**config.mk**
```make
export PLATFORM = sky130hd
export DESIGN_NAME = mem_init_loader_flat
export DESIGN_NICKNAME = d
export VERILOG_FILES = /design/src/rtl/mem_init_loader_if.sv /design/src/rtl/mem_init_loader.sv /design/src/flat_wrapper.sv
export SDC_FILE = /design/constraint.sdc
export NUM_CORES = 1
export LEC_CHECK = 0
export CAP_MARGIN = 20
export CORE_MARGIN = 1
export CORE_UTILIZATION = 50
export CTS_CLUSTER_DIAMETER = 80
export DETAILED_ROUTE_END_ITERATION = 6
export GPL_TIMING_DRIVEN = 0
export MAX_ROUTING_LAYER = met4
export PLACE_DENSITY = 0.77
export REMOVE_ABC_BUFFERS = 1
export SLEW_MARGIN = 20
export SYNTH_ARGS = -nofsm -noshare
export SYNTH_HDL_FRONTEND = slang
export SYNTH_SLANG_ARGS = --single-unit
```
**constraint.sdc**
```tcl
create_clock -name clk -period 2.7 [get_ports clk]
set_clock_uncertainty 0.05 [all_clocks]
set_input_delay 0.54 -clock clk [delete_from_list [all_inputs] [get_ports clk]]
set_output_delay 0.54 -clock clk [all_outputs]
set_load 0.005 [all_outputs]
```
**src/rtl/mem_init_loader_if.sv**
```systemverilog
// Byte-stream handshake plus storage write port shared by mem_init_loader and its environment.
// slave: the loader's view; master: the stream source / storage side.
interface mem_init_loader_if #(
    parameter int unsigned ADDR_W = 12,
    parameter int unsigned DATA_W = 64
);
    localparam int unsigned NB = DATA_W / 8;

    logic              s_valid;
    logic [7:0]        s_data;
    logic              s_last;
    logic              s_ready;
    logic [ADDR_W-1:0] mem_addr;
    logic [DATA_W-1:0] mem_din;
    logic [NB-1:0]     mem_wstrb;
    logic              mem_wen;
    logic              mem_en;

    modport slave (
        input  s_valid, s_data, s_last,
        output s_ready, mem_addr, mem_din, mem_wstrb, mem_wen, mem_en
    );

    modport master (
        output s_valid, s_data, s_last,
        input  s_ready, mem_addr, mem_din, mem_wstrb, mem_wen, mem_en
    );
endinterface

```
**src/rtl/mem_init_loader.sv**
```systemverilog
// Packs a byte stream little-endian into storage words at sequential addresses, with optional
// zero-fill. Defining MEMINIT_CHECKSUM_EN adds a 32-bit wrapping sum of loaded bytes.
module mem_init_loader #(
    parameter int unsigned ADDR_W = 12,
    parameter int unsigned DATA_W = 64
) (
    input  logic              clk,
    input  logic              rst_n,
    input  logic              start,
    input  logic              clear_first,
    input  logic [ADDR_W-1:0] base_addr,
    input  logic [ADDR_W:0]   word_count,
    mem_init_loader_if.slave  bus,
    output logic              busy,
    output logic              done,
`ifdef MEMINIT_CHECKSUM_EN
    output logic [31:0]       checksum,
`endif
    output logic              err_short
);
    localparam int unsigned NB = DATA_W / 8;
    localparam int unsigned BW = (NB > 1) ? $clog2(NB) : 1;
    localparam logic [BW-1:0] ByteLast = BW'(NB - 1);
    localparam logic [BW-1:0] ByteOne = BW'(1);
    localparam logic [ADDR_W:0] CntOne = (ADDR_W + 1)'(1);

    typedef enum logic [1:0] {StIdle, StClear, StLoad, StDone} state_e;

    state_e            state;
    logic [ADDR_W-1:0] base_q;
    logic [ADDR_W:0]   count_q;
    logic [ADDR_W:0]   idx_q;
    logic [DATA_W-1:0] pack_q;
    logic [NB-1:0]     strb_q;
    logic [BW-1:0]     byte_q;
    logic              ready_q;
    logic              busy_q;
    logic              done_q;
    logic              err_q;
    logic [ADDR_W-1:0] addr_q;
    logic [DATA_W-1:0] din_q;
    logic [NB-1:0]     wstrb_q;
    logic              wen_q;

    logic              start_ok;
    logic              accept;
    logic [DATA_W-1:0] pack_d;
    logic [NB-1:0]     strb_d;
    logic [ADDR_W:0]   idx_inc;
    logic [ADDR_W-1:0] cur_addr;

    always_comb begin
        start_ok = start && (state == StIdle || state == StDone);
        accept   = ready_q & bus.s_valid;
        pack_d   = pack_q;
        pack_d[{byte_q, 3'b000} +: 8] = bus.s_data;
        strb_d   = strb_q;
        strb_d[byte_q] = 1'b1;
        idx_inc  = idx_q + CntOne;
        // Truncation to ADDR_W bits gives the modulo wrap past the top of storage.
        cur_addr = base_q + idx_q[ADDR_W-1:0];
    end

    always_ff @(posedge clk or negedge rst_n) begin
        if (!rst_n) begin
            state   <= StIdle;
            base_q  <= '0;
            count_q <= '0;
            idx_q   <= '0;
            pack_q  <= '0;
            strb_q  <= '0;
            byte_q  <= '0;
            ready_q <= 1'b0;
            busy_q  <= 1'b0;
            done_q  <= 1'b0;
            err_q   <= 1'b0;
            addr_q  <= '0;
            din_q   <= '0;
            wstrb_q <= '0;
            wen_q   <= 1'b0;
        end else begin
            wen_q <= 1'b0;
            unique case (state)
                StIdle, StDone: begin
                    if (start_ok) begin
                        base_q  <= base_addr;
                        count_q <= word_count;
                        idx_q   <= '0;
                        pack_q  <= '0;
                        strb_q  <= '0;
                        byte_q  <= '0;
                        err_q   <= 1'b0;
                        if (word_count == '0) begin
                            state   <= StDone;
                            done_q  <= 1'b1;
                            busy_q  <= 1'b0;
                            ready_q <= 1'b0;
                        end else begin
                            state   <= clear_first ? StClear : StLoad;
                            ready_q <= ~clear_first;
                            done_q  <= 1'b0;
                            busy_q  <= 1'b1;
                        end
                    end
                end
                StClear: begin
                    wen_q   <= 1'b1;
                    addr_q  <= cur_addr;
                    din_q   <= '0;
                    wstrb_q <= '1;
                    if (idx_inc == count_q) begin
                        idx_q   <= '0;
                        state   <= StLoad;
                        ready_q <= 1'b1;
                    end else begin
                        idx_q <= idx_inc;
                    end
                end
                StLoad: begin
                    if (accept) begin
                        if (byte_q == ByteLast || bus.s_last) begin
                            // Packer restarts this cycle so the next byte is taken without a bubble.
                            wen_q   <= 1'b1;
                            addr_q  <= cur_addr;
                            din_q   <= pack_d;
                            wstrb_q <= strb_d;
                            idx_q   <= idx_inc;
                            pack_q  <= '0;
                            strb_q  <= '0;
                            byte_q  <= '0;
                            if (idx_inc == count_q || bus.s_last) begin
                                state   <= StDone;
                                ready_q <= 1'b0;
                                busy_q  <= 1'b0;
                                done_q  <= 1'b1;
                                if (idx_inc != count_q) err_q <= 1'b1;
                            end
                        end else begin
                            pack_q <= pack_d;
                            strb_q <= strb_d;
                            byte_q <= byte_q + ByteOne;
                        end
                    end
                end
                default: state <= StIdle;
            endcase
        end
    end

`ifdef MEMINIT_CHECKSUM_EN
    logic [31:0] sum_q;

    always_ff @(posedge clk or negedge rst_n) begin
        if (!rst_n) begin
            sum_q <= '0;
        end else if (start_ok) begin
            sum_q <= '0;
        end else if (accept) begin
            sum_q <= sum_q + {24'd0, bus.s_data};
        end
    end

    assign checksum = sum_q;
`endif

    assign bus.s_ready   = ready_q;
    assign bus.mem_addr  = addr_q;
    assign bus.mem_din   = din_q;
    assign bus.mem_wstrb = wstrb_q;
    assign bus.mem_wen   = wen_q;
    assign bus.mem_en    = wen_q;
    assign busy          = busy_q;
    assign done          = done_q;
    assign err_short     = err_q;
endmodule

```
**src/flat_wrapper.sv**
```systemverilog
// flat-port wrapper written by rule: the top's interface ports become plain ports
module mem_init_loader_flat 
#(
    parameter int unsigned ADDR_W = 12,
    parameter int unsigned DATA_W = 64
)
  (clk, rst_n, start, clear_first, base_addr, word_count, busy, done, err_short, bus_s_valid, bus_s_data, bus_s_last, bus_s_ready, bus_mem_addr, bus_mem_din, bus_mem_wstrb, bus_mem_wen, bus_mem_en);
  mem_init_loader_if #(.ADDR_W(ADDR_W), .DATA_W(DATA_W)) bus_i ();
  input  logic clk;
  input  logic rst_n;
  input  logic start;
  input  logic clear_first;
  input  logic [ADDR_W-1:0] base_addr;
  input  logic [ADDR_W:0] word_count;
  output logic busy;
  output logic done;
  output logic err_short;
  input wire logic [$bits(bus_i.s_valid)-1:0] bus_s_valid;
  input wire logic [$bits(bus_i.s_data)-1:0] bus_s_data;
  input wire logic [$bits(bus_i.s_last)-1:0] bus_s_last;
  output wire logic [$bits(bus_i.s_ready)-1:0] bus_s_ready;
  output wire logic [$bits(bus_i.mem_addr)-1:0] bus_mem_addr;
  output wire logic [$bits(bus_i.mem_din)-1:0] bus_mem_din;
  output wire logic [$bits(bus_i.mem_wstrb)-1:0] bus_mem_wstrb;
  output wire logic [$bits(bus_i.mem_wen)-1:0] bus_mem_wen;
  output wire logic [$bits(bus_i.mem_en)-1:0] bus_mem_en;
  assign bus_i.s_valid = bus_s_valid;
  assign bus_i.s_data = bus_s_data;
  assign bus_i.s_last = bus_s_last;
  assign bus_s_ready = bus_i.s_ready;
  assign bus_mem_addr = bus_i.mem_addr;
  assign bus_mem_din = bus_i.mem_din;
  assign bus_mem_wstrb = bus_i.mem_wstrb;
  assign bus_mem_wen = bus_i.mem_wen;
  assign bus_mem_en = bus_i.mem_en;
  mem_init_loader #(.ADDR_W(ADDR_W), .DATA_W(DATA_W)) u_core (.clk(clk), .rst_n(rst_n), .start(start), .clear_first(clear_first), .base_addr(base_addr), .word_count(word_count), .bus(bus_i), .busy(busy), .done(done), .err_short(err_short));
endmodule
```
==> results_dict.tcl, run 1 <==
set metrics [dict create \
    crit_path_max_fanout 12 \
    rsz0062_at_grt "yes" \
    clkTransAtPathRegs_ns 0.06 \
    worstSkewPairLatency_ns 0.52 \
    viasPerCell 5.934 \
    start_kind "flop" \
    r2r-start "u_core.state[1]$_DFFE_PN0P_" \
    dr.pass1.iters 5 \
    synth-adder-area-share_pct 2.509 \
    synth-compound-area-share_pct 17.50 \
    setup_viol 0 \
    final_nets 1114 \
    antenna_found_initial 0 \
    finalSetupTns_ns 0 \
    start_util_pct 51.56 \
    critPathKind "reg2reg" \
    num-fill-cells 1389 \
    synth_edf_count 0 \
    avgRoutedWirePerCell_um 19.81 \
    maxCapViolations 0 \
    synthCells 917 \
    synthFlopType "dfrtp_1" \
    synthSimpleGateAreaFrac_pct 12.98 \
    drv_slew 0 \
    yosysTopAreaCellShare_pct 52.23 \
    max_freq_mhz 377.1 \
    ant_nets 0 \
    synth_area_leader_cell "dfrtp_1" \
    hold_path.class "reg2reg" \
    core_um2 18960 \
    critPathTopFamily "simple AND/OR/NAND/NOR gates" \
    dp_hpwl_um 15770 \
    yosys_warnings 0 \
    drt_iter0_drc 618 \
    drt_wl_total_um 26320 \
    status "completed" \
    drc 0 \
    root_buffer "clkbuf_16" \
    critical-path-slowest-cell "or3_4" \
    place_ws_ns -0.7537 \
    die_h_um 141.8 \
    ys_top_cells_by_count "dfrtp_1 (204), nand2_1 (116), o21ai_0 (88)" \
    grt_overflow_total 0 \
    cp.depth 6 \
    critPathArrivalTime_ns 3.05 \
    r2r_slack_ns 0.05 \
    die_x_um 141.8 \
    grt_use_total_pct 26.68 \
    diodes 0 \
    synth_area_um2 9773 \
    r2r_cells 6 \
    htreeDepth 1 \
    powerDensity_nw_per_um2 913.1 \
    worstReg2RegEnd "u_core.pack_q[11]$_DFFE_PN0P_" \
    ys_seq_area_share_pct 52.23 \
    fin_area_um2 12610 \
    period_minus_slack_ns 2.652 \
    endpoint "u_core.pack_q[11]$_DFFE_PN0P_" \
    synthToLayoutAreaGrowth_pct 29.01 \
    critPathBufInv 0 \
    async_flop_share_pct 100.0 \
    setup_slack_ns 0.04801 \
    max_slew_margin_pct 32.66 \
    synth_mux_area_share_pct 9.999 \
    synth.most_common_cell "dfrtp_1" \
    ir_drop_mv 0.5845 \
    fp.dieArea_um2 20110 \
    layout-drive-gt1-share_pct 16.18 \
    placed_area_um2 11300 \
    cts.sink_count 204 \
    p_leak_uw 0.005509 \
    grt_pass1_vias 7554 \
    avgSynthCellArea_um2 10.66 \
    finalHoldViolCount 0 \
    p_total_uw 11510 \
    synth-seq-cells 204 \
    tightest_slew_ns 1.006 \
    synth_top_family_by_area "compound AO/OA/AOI/OAI gates" \
    netlist_top_cells_area "dfrtp_1 (52%), mux2i_1 (7.0%), a22o_1 (5.8%)" \
    critPathMaxStageDelay_ns 0.54 \
    synth.distinct_cells 66 \
    cts_tree "done" \
    grt_pass1_wl_um 40700 \
    cts_made_buffers 23 \
    cts_buffer_depth 3 \
    crit_path_end_kind "flop" \
    boundaryPins 129 \
    grt_max_degree 100 \
    cp.required_ns 3.10 \
    worstSetupStartpoint "u_core.state[1]$_DFFE_PN0P_" \
    place_congestion 0.9432 \
    via_count 7886 \
    crit_chain "ha_4, nor2_1, a211o_1, or3_4, nor3_4, a22o_1" \
    fp-row-count 50 \
    period_share_pct 98.22 \
    synthXorXnorAreaFrac_pct 1.703 \
    io_buffers 128 \
]
[flip-flops by register name (all words and copies together) (netlist names), 2 cells and up]
| register | flops |
|---|---|
| u_core.bus.mem_addr | 12 |
| u_core.bus.mem_wstrb | 8 |
| u_core.state | 2 |
| u_core.strb_q | 8 |
| u_core.base_q | 12 |
| u_core.byte_q | 3 |
| u_core.idx_q | 13 |
| u_core.bus.mem_din | 64 |
| u_core.pack_q | 64 |
| u_core.count_q | 13 |
[power by group]
group | switching, uW | internal (uW)
combinational | 2680 | 1870
sequential | 402 | 3580
clock | 1220 | 1760
[per-layer routing]
metal  up-vias  track usage, %  part of all wire (%)
met5         -               -                     0
met4         0           9.168                   2.6
met3        50           4.185                   6.3
met2       299           40.47                    46
met1      3931           36.62                    45
li1       3606               -                     -
[layout by cell type, fill, tap and decap left out, drive strengths merged, types with 8 or more instances in the layout]
master	netlist	layout
clkbuf	46	35
inv	15	17
buf	13	42
o31ai	9	9
a211oi	9	9
dfrtp	204	204
mux2i	68	68
nand3	17	17
xnor2	10	10
nand4	10	10
nor2b	8	8
o21ai	93	93
mux2	26	26
a22o	65	65
nand2	117	117
nor2	40	40
nand2b	11	12
clkdlybuf4s50	0	127
a21oi	25	25
nor3	24	24
xor2	9	9
ha	18	18
[per-stage QoR]
| step | utilization [%] | cells | hold slack (ns) |
|---|---|---|---|
| detailed placement | 59.62 | 1254 | 0.3895 |
| floorplan | - | 858 | 0.1944 |
| global route | 66.51 | 1329 | 0.4589 |
| global placement | 58.75 | 1246 | 0.4126 |
| finish | 66.51 | 1329 | 0.4309 |
| CTS | 65.02 | 1307 | 0.4343 |
[logic make-up (layout without fill, tap and decap cells)]
family,after synthesis,in the layout
fa+ha+maj,19,19
flops,204,204
simple gates,262,264
xor+xnor,19,19
buf+inv,74,224
mux,94,94
compound gates,245,245
[final cells by class]
cell class | instances | area [um2] | share of cell area, %
Timing Repair Buffer | 171 | 1700 | 13.49
Multi-Input combinational cell | 641 | 4693 | 37.22
Tap cell | 260 | 325.3 | 2.580
Clock inverter | 4 | 63.81 | 0.5061
Inverter | 15 | 56.30 | 0.4466
Sequential cell | 204 | 5122 | 40.63
Clock buffer | 34 | 646.9 | 5.131
[worst min-delay path by stage]
stage	startpoint	end	slack [ns]	cells after the start
after floorplan	rst_n	u_core.base_q[0]$_DFFE_PN0P_	0.19	0
after global routing	u_core.bus.mem_addr[3]$_DFFE_PN0P_	u_core.bus.mem_addr[3]$_DFFE_PN0P_	0.46	2
after CTS	u_core.bus.mem_din[38]$_DFFE_PN0P_	u_core.bus.mem_din[38]$_DFFE_PN0P_	0.43	2
after detailed placement	rst_n	u_core.count_q[1]$_DFFE_PN0P_	0.39	1
after global placement	u_core.bus.mem_din[8]$_DFFE_PN0P_	u_core.bus.mem_din[8]$_DFFE_PN0P_	0.41	2
final	u_core.bus.mem_addr[5]$_DFFE_PN0P_	u_core.bus.mem_addr[5]$_DFFE_PN0P_	0.43	2
[what timing repair did]
action                                  4_1_cts  5_1_grt
cloned                                        1        1
pin swaps                                     8        8
endpoints found under the hold margin        41        0
buffers inserted                             13       21
gates resized for setup                      49       21
hold buffers                                  1        0
endpoints found under the setup margin      161      138
[worst register-to-register path: stages (launching register included)]
cell and delay (ns):
dfrtp_1 0.43, ha_4 0.42, nor2_1 0.17, a211o_1 0.39
or3_4 0.54, nor3_4 0.39, a22o_1 0.21
Power figures use the tool's default switching activity.
==> run 2: changes to the inputs <==
--- a/config.mk
+++ b/config.mk
@@ -7,12 +7,12 @@
 export LEC_CHECK = 0
 export CAP_MARGIN = 20
 export CORE_MARGIN = 1
-export CORE_UTILIZATION = 50
+export CORE_UTILIZATION = 40
 export CTS_CLUSTER_DIAMETER = 80
 export DETAILED_ROUTE_END_ITERATION = 6
-export GPL_TIMING_DRIVEN = 0
+export GPL_TIMING_DRIVEN = 1
 export MAX_ROUTING_LAYER = met4
-export PLACE_DENSITY = 0.77
+export PLACE_DENSITY = 0.64
 export REMOVE_ABC_BUFFERS = 1
 export SLEW_MARGIN = 20
 export SYNTH_ARGS = -nofsm -noshare
==> run 2 against run 1 <==
Compared with the run above: clock-buffer cell count fell by 4; worst setup slack improved by 0.030 ns; combinational power fell by 2%; critical endpoint is now u_core.bus.mem_addr[10]$_DFFE_PN0P_.
==> results_dict.tcl, run 2 (synthesis results as in run 1) <==
set metrics [dict create \
    mostFrequentLayoutCells "dfrtp_1 (202), clkdlybuf4s50_1 (127), nand2_1 (116), buf_4 (94), o21ai_0 (87)" \
    multi_input_area_um2 4412 \
    crit_path_end_kind "flop" \
    final_nets 1169 \
    fp-row-count 56 \
    cts.sink_count 204 \
    drt_iter0_drc 522 \
    clkTransAtPathRegs_ns 0.06 \
    critPathArrivalTime_ns 3.03 \
    ir_drop_mv 0.5045 \
    htreeDepth 1 \
    r2r_cells 11 \
    drc 0 \
    fin_area_um2 12920 \
    final_util_pct 54.57 \
    die_h_um 158.3 \
    die_x_um 158.3 \
    avgRoutedWirePerCell_um 18.48 \
    grt_overflow_total 0 \
    dp_hpwl_um 18170 \
    maxCapViolations 0 \
    critPathKind "reg2reg" \
    via_count 7852 \
    diodes 0 \
    viasPerCell 5.426 \
    worstSetupStartpoint "u_core.idx_q[0]$_DFFE_PN0P_" \
    layout-drive-gt1-share_pct 17.64 \
    hold_path.class "in2async" \
    r2r_slack_ns 0.08 \
    start_util_pct 41.27 \
    ant_nets 0 \
    drv_slew 0 \
    worstReg2RegEnd "u_core.bus.mem_addr[10]$_DFFE_PN0P_" \
    final_common_cell "dfrtp_1" \
    grt_pass1_wl_um 43110 \
    grt_use_total_pct 22.61 \
    period_share_pct 97.12 \
    dr.pass1.iters 5 \
    period_minus_slack_ns 2.622 \
    grt_pass1_vias 7829 \
    placed_area_um2 12030 \
    setup_viol 0 \
    endpoint "u_core.bus.mem_addr[10]$_DFFE_PN0P_" \
    grt_max_degree 77 \
    status "completed" \
    synthToLayoutAreaGrowth_pct 32.24 \
    cts_made_buffers 24 \
    max_slew_margin_pct 51.56 \
    core_um2 23680 \
    root_buffer "clkbuf_16" \
    start_kind "flop" \
    worstSkewPairLatency_ns 0.52 \
    boundaryPins 129 \
    max_freq_mhz 381.3 \
    finalHoldViolCount 0 \
    tightest_slew_ns 0.7243 \
    crit_path_max_fanout 6 \
    io_buffers 128 \
    rsz0062_at_grt "yes" \
    r2r-start "u_core.idx_q[0]$_DFFE_PN0P_" \
    powerDensity_nw_per_um2 921.2 \
    fp.dieArea_um2 25060 \
    cts_buffer_depth 3 \
    regArea_um2 5107 \
    antenna_found_initial 0 \
    p_leak_uw 0.005771 \
    place_congestion 0.8830 \
    cp.required_ns 3.11 \
    num-fill-cells 2141 \
    drt_wl_total_um 26740 \
    cts_tree "done" \
]
[run 2: cell count changes in the layout (fill, tap and decap cells not counted), moves of 5 or more]
cell | before | now
buf_4 | 33 | 94
clkbuf_1 | 8 | 1
dfrtp_1 | 192 | 202
dfrtp_2 | 11 | 2
nor2_1 | 34 | 40
nor3_4 | 5 | 0
o21ai_1 | 0 | 6
[run 2: layout make-up]
class / count / share of cell area (%)
multi-input combinational: 639 / 34.14
sequential: 204 / 39.52
clock buffer: 30 / 5.209
tap: 319 / 3.088
inverter: 15 / 0.4357
clock inverter: 13 / 1.433
timing repair buffer: 227 / 16.18
[run 2: what timing repair did]
action	in CTS	in global routing
hold buffers	0	0
pin swaps	0	2
buffers inserted	0	2
resized for setup	2	7
setup endpoints to repair	7	14
[run 2: routing by layer]
| metal | vias to the layer above | global-route usage (%) | part of all wire, % | wire length, um |
|---|---|---|---|---|
| li1 | 3713 | - | - | - |
| met4 | 0 | 5.357 | 1.9 | 519 |
| met2 | 210 | 34.61 | 46 | 12240 |
| met3 | 43 | 3.212 | 4.8 | 1273 |
| met1 | 3886 | 31.72 | 48 | 12710 |
| met5 | - | - | 0 | 0 |
[run 2: how the worst min path moves through the flow]
stage                                             from                                 end  cells past startpoint
floorplan                                        rst_n        u_core.base_q[0]$_DFFE_PN0P_                      0
global placement    u_core.bus.mem_din[32]$_DFFE_PN0P_  u_core.bus.mem_din[32]$_DFFE_PN0P_                      2
detailed placement  u_core.bus.mem_din[11]$_DFFE_PN0P_  u_core.bus.mem_din[11]$_DFFE_PN0P_                      2
CTS                                              rst_n       u_core.count_q[4]$_DFFE_PN0P_                      1
global route                                     rst_n         u_core.idx_q[3]$_DFFE_PN0P_                      1
finish                                           rst_n       u_core.count_q[4]$_DFFE_PN0P_                      1
[run 2: metrics by stage]
step	worst slack, ns	TNS, ns	std cells	hold slack, ns	total power [uW]
final	0.07765	0	1447	0.01785	11910
after global routing	-0.03112	-0.03112	1447	0.05382	12610
after CTS	0.00007638	0	1445	0.03393	11990
after detailed placement	-0.04203	-0.8109	1402	0.4202	8450
after global placement	-0.01431	-0.2142	1402	0.4140	8403
after floorplan	-0.8003	-51.06	858	0.1944	6327
[run 2: where the power goes]
part | switching (uW) | internal [uW]
Sequential | 378 | 3580
Combinational | 2480 | 2000
Clock | 1320 | 2150
Total | 4170 | 7730
[run 2: critical path, cell delays in order (launching register included)]
cell,delay (ns)
dfrtp_1,0.34
buf_4,0.15
ha_1,0.17
inv_1,0.06
fa_1,0.46
nor2b_1,0.13
o21ai_1,0.09
a21boi_1,0.22
o211a_1,0.21
o211ai_1,0.12
a2111oi_0,0.41
nand3b_1,0.16
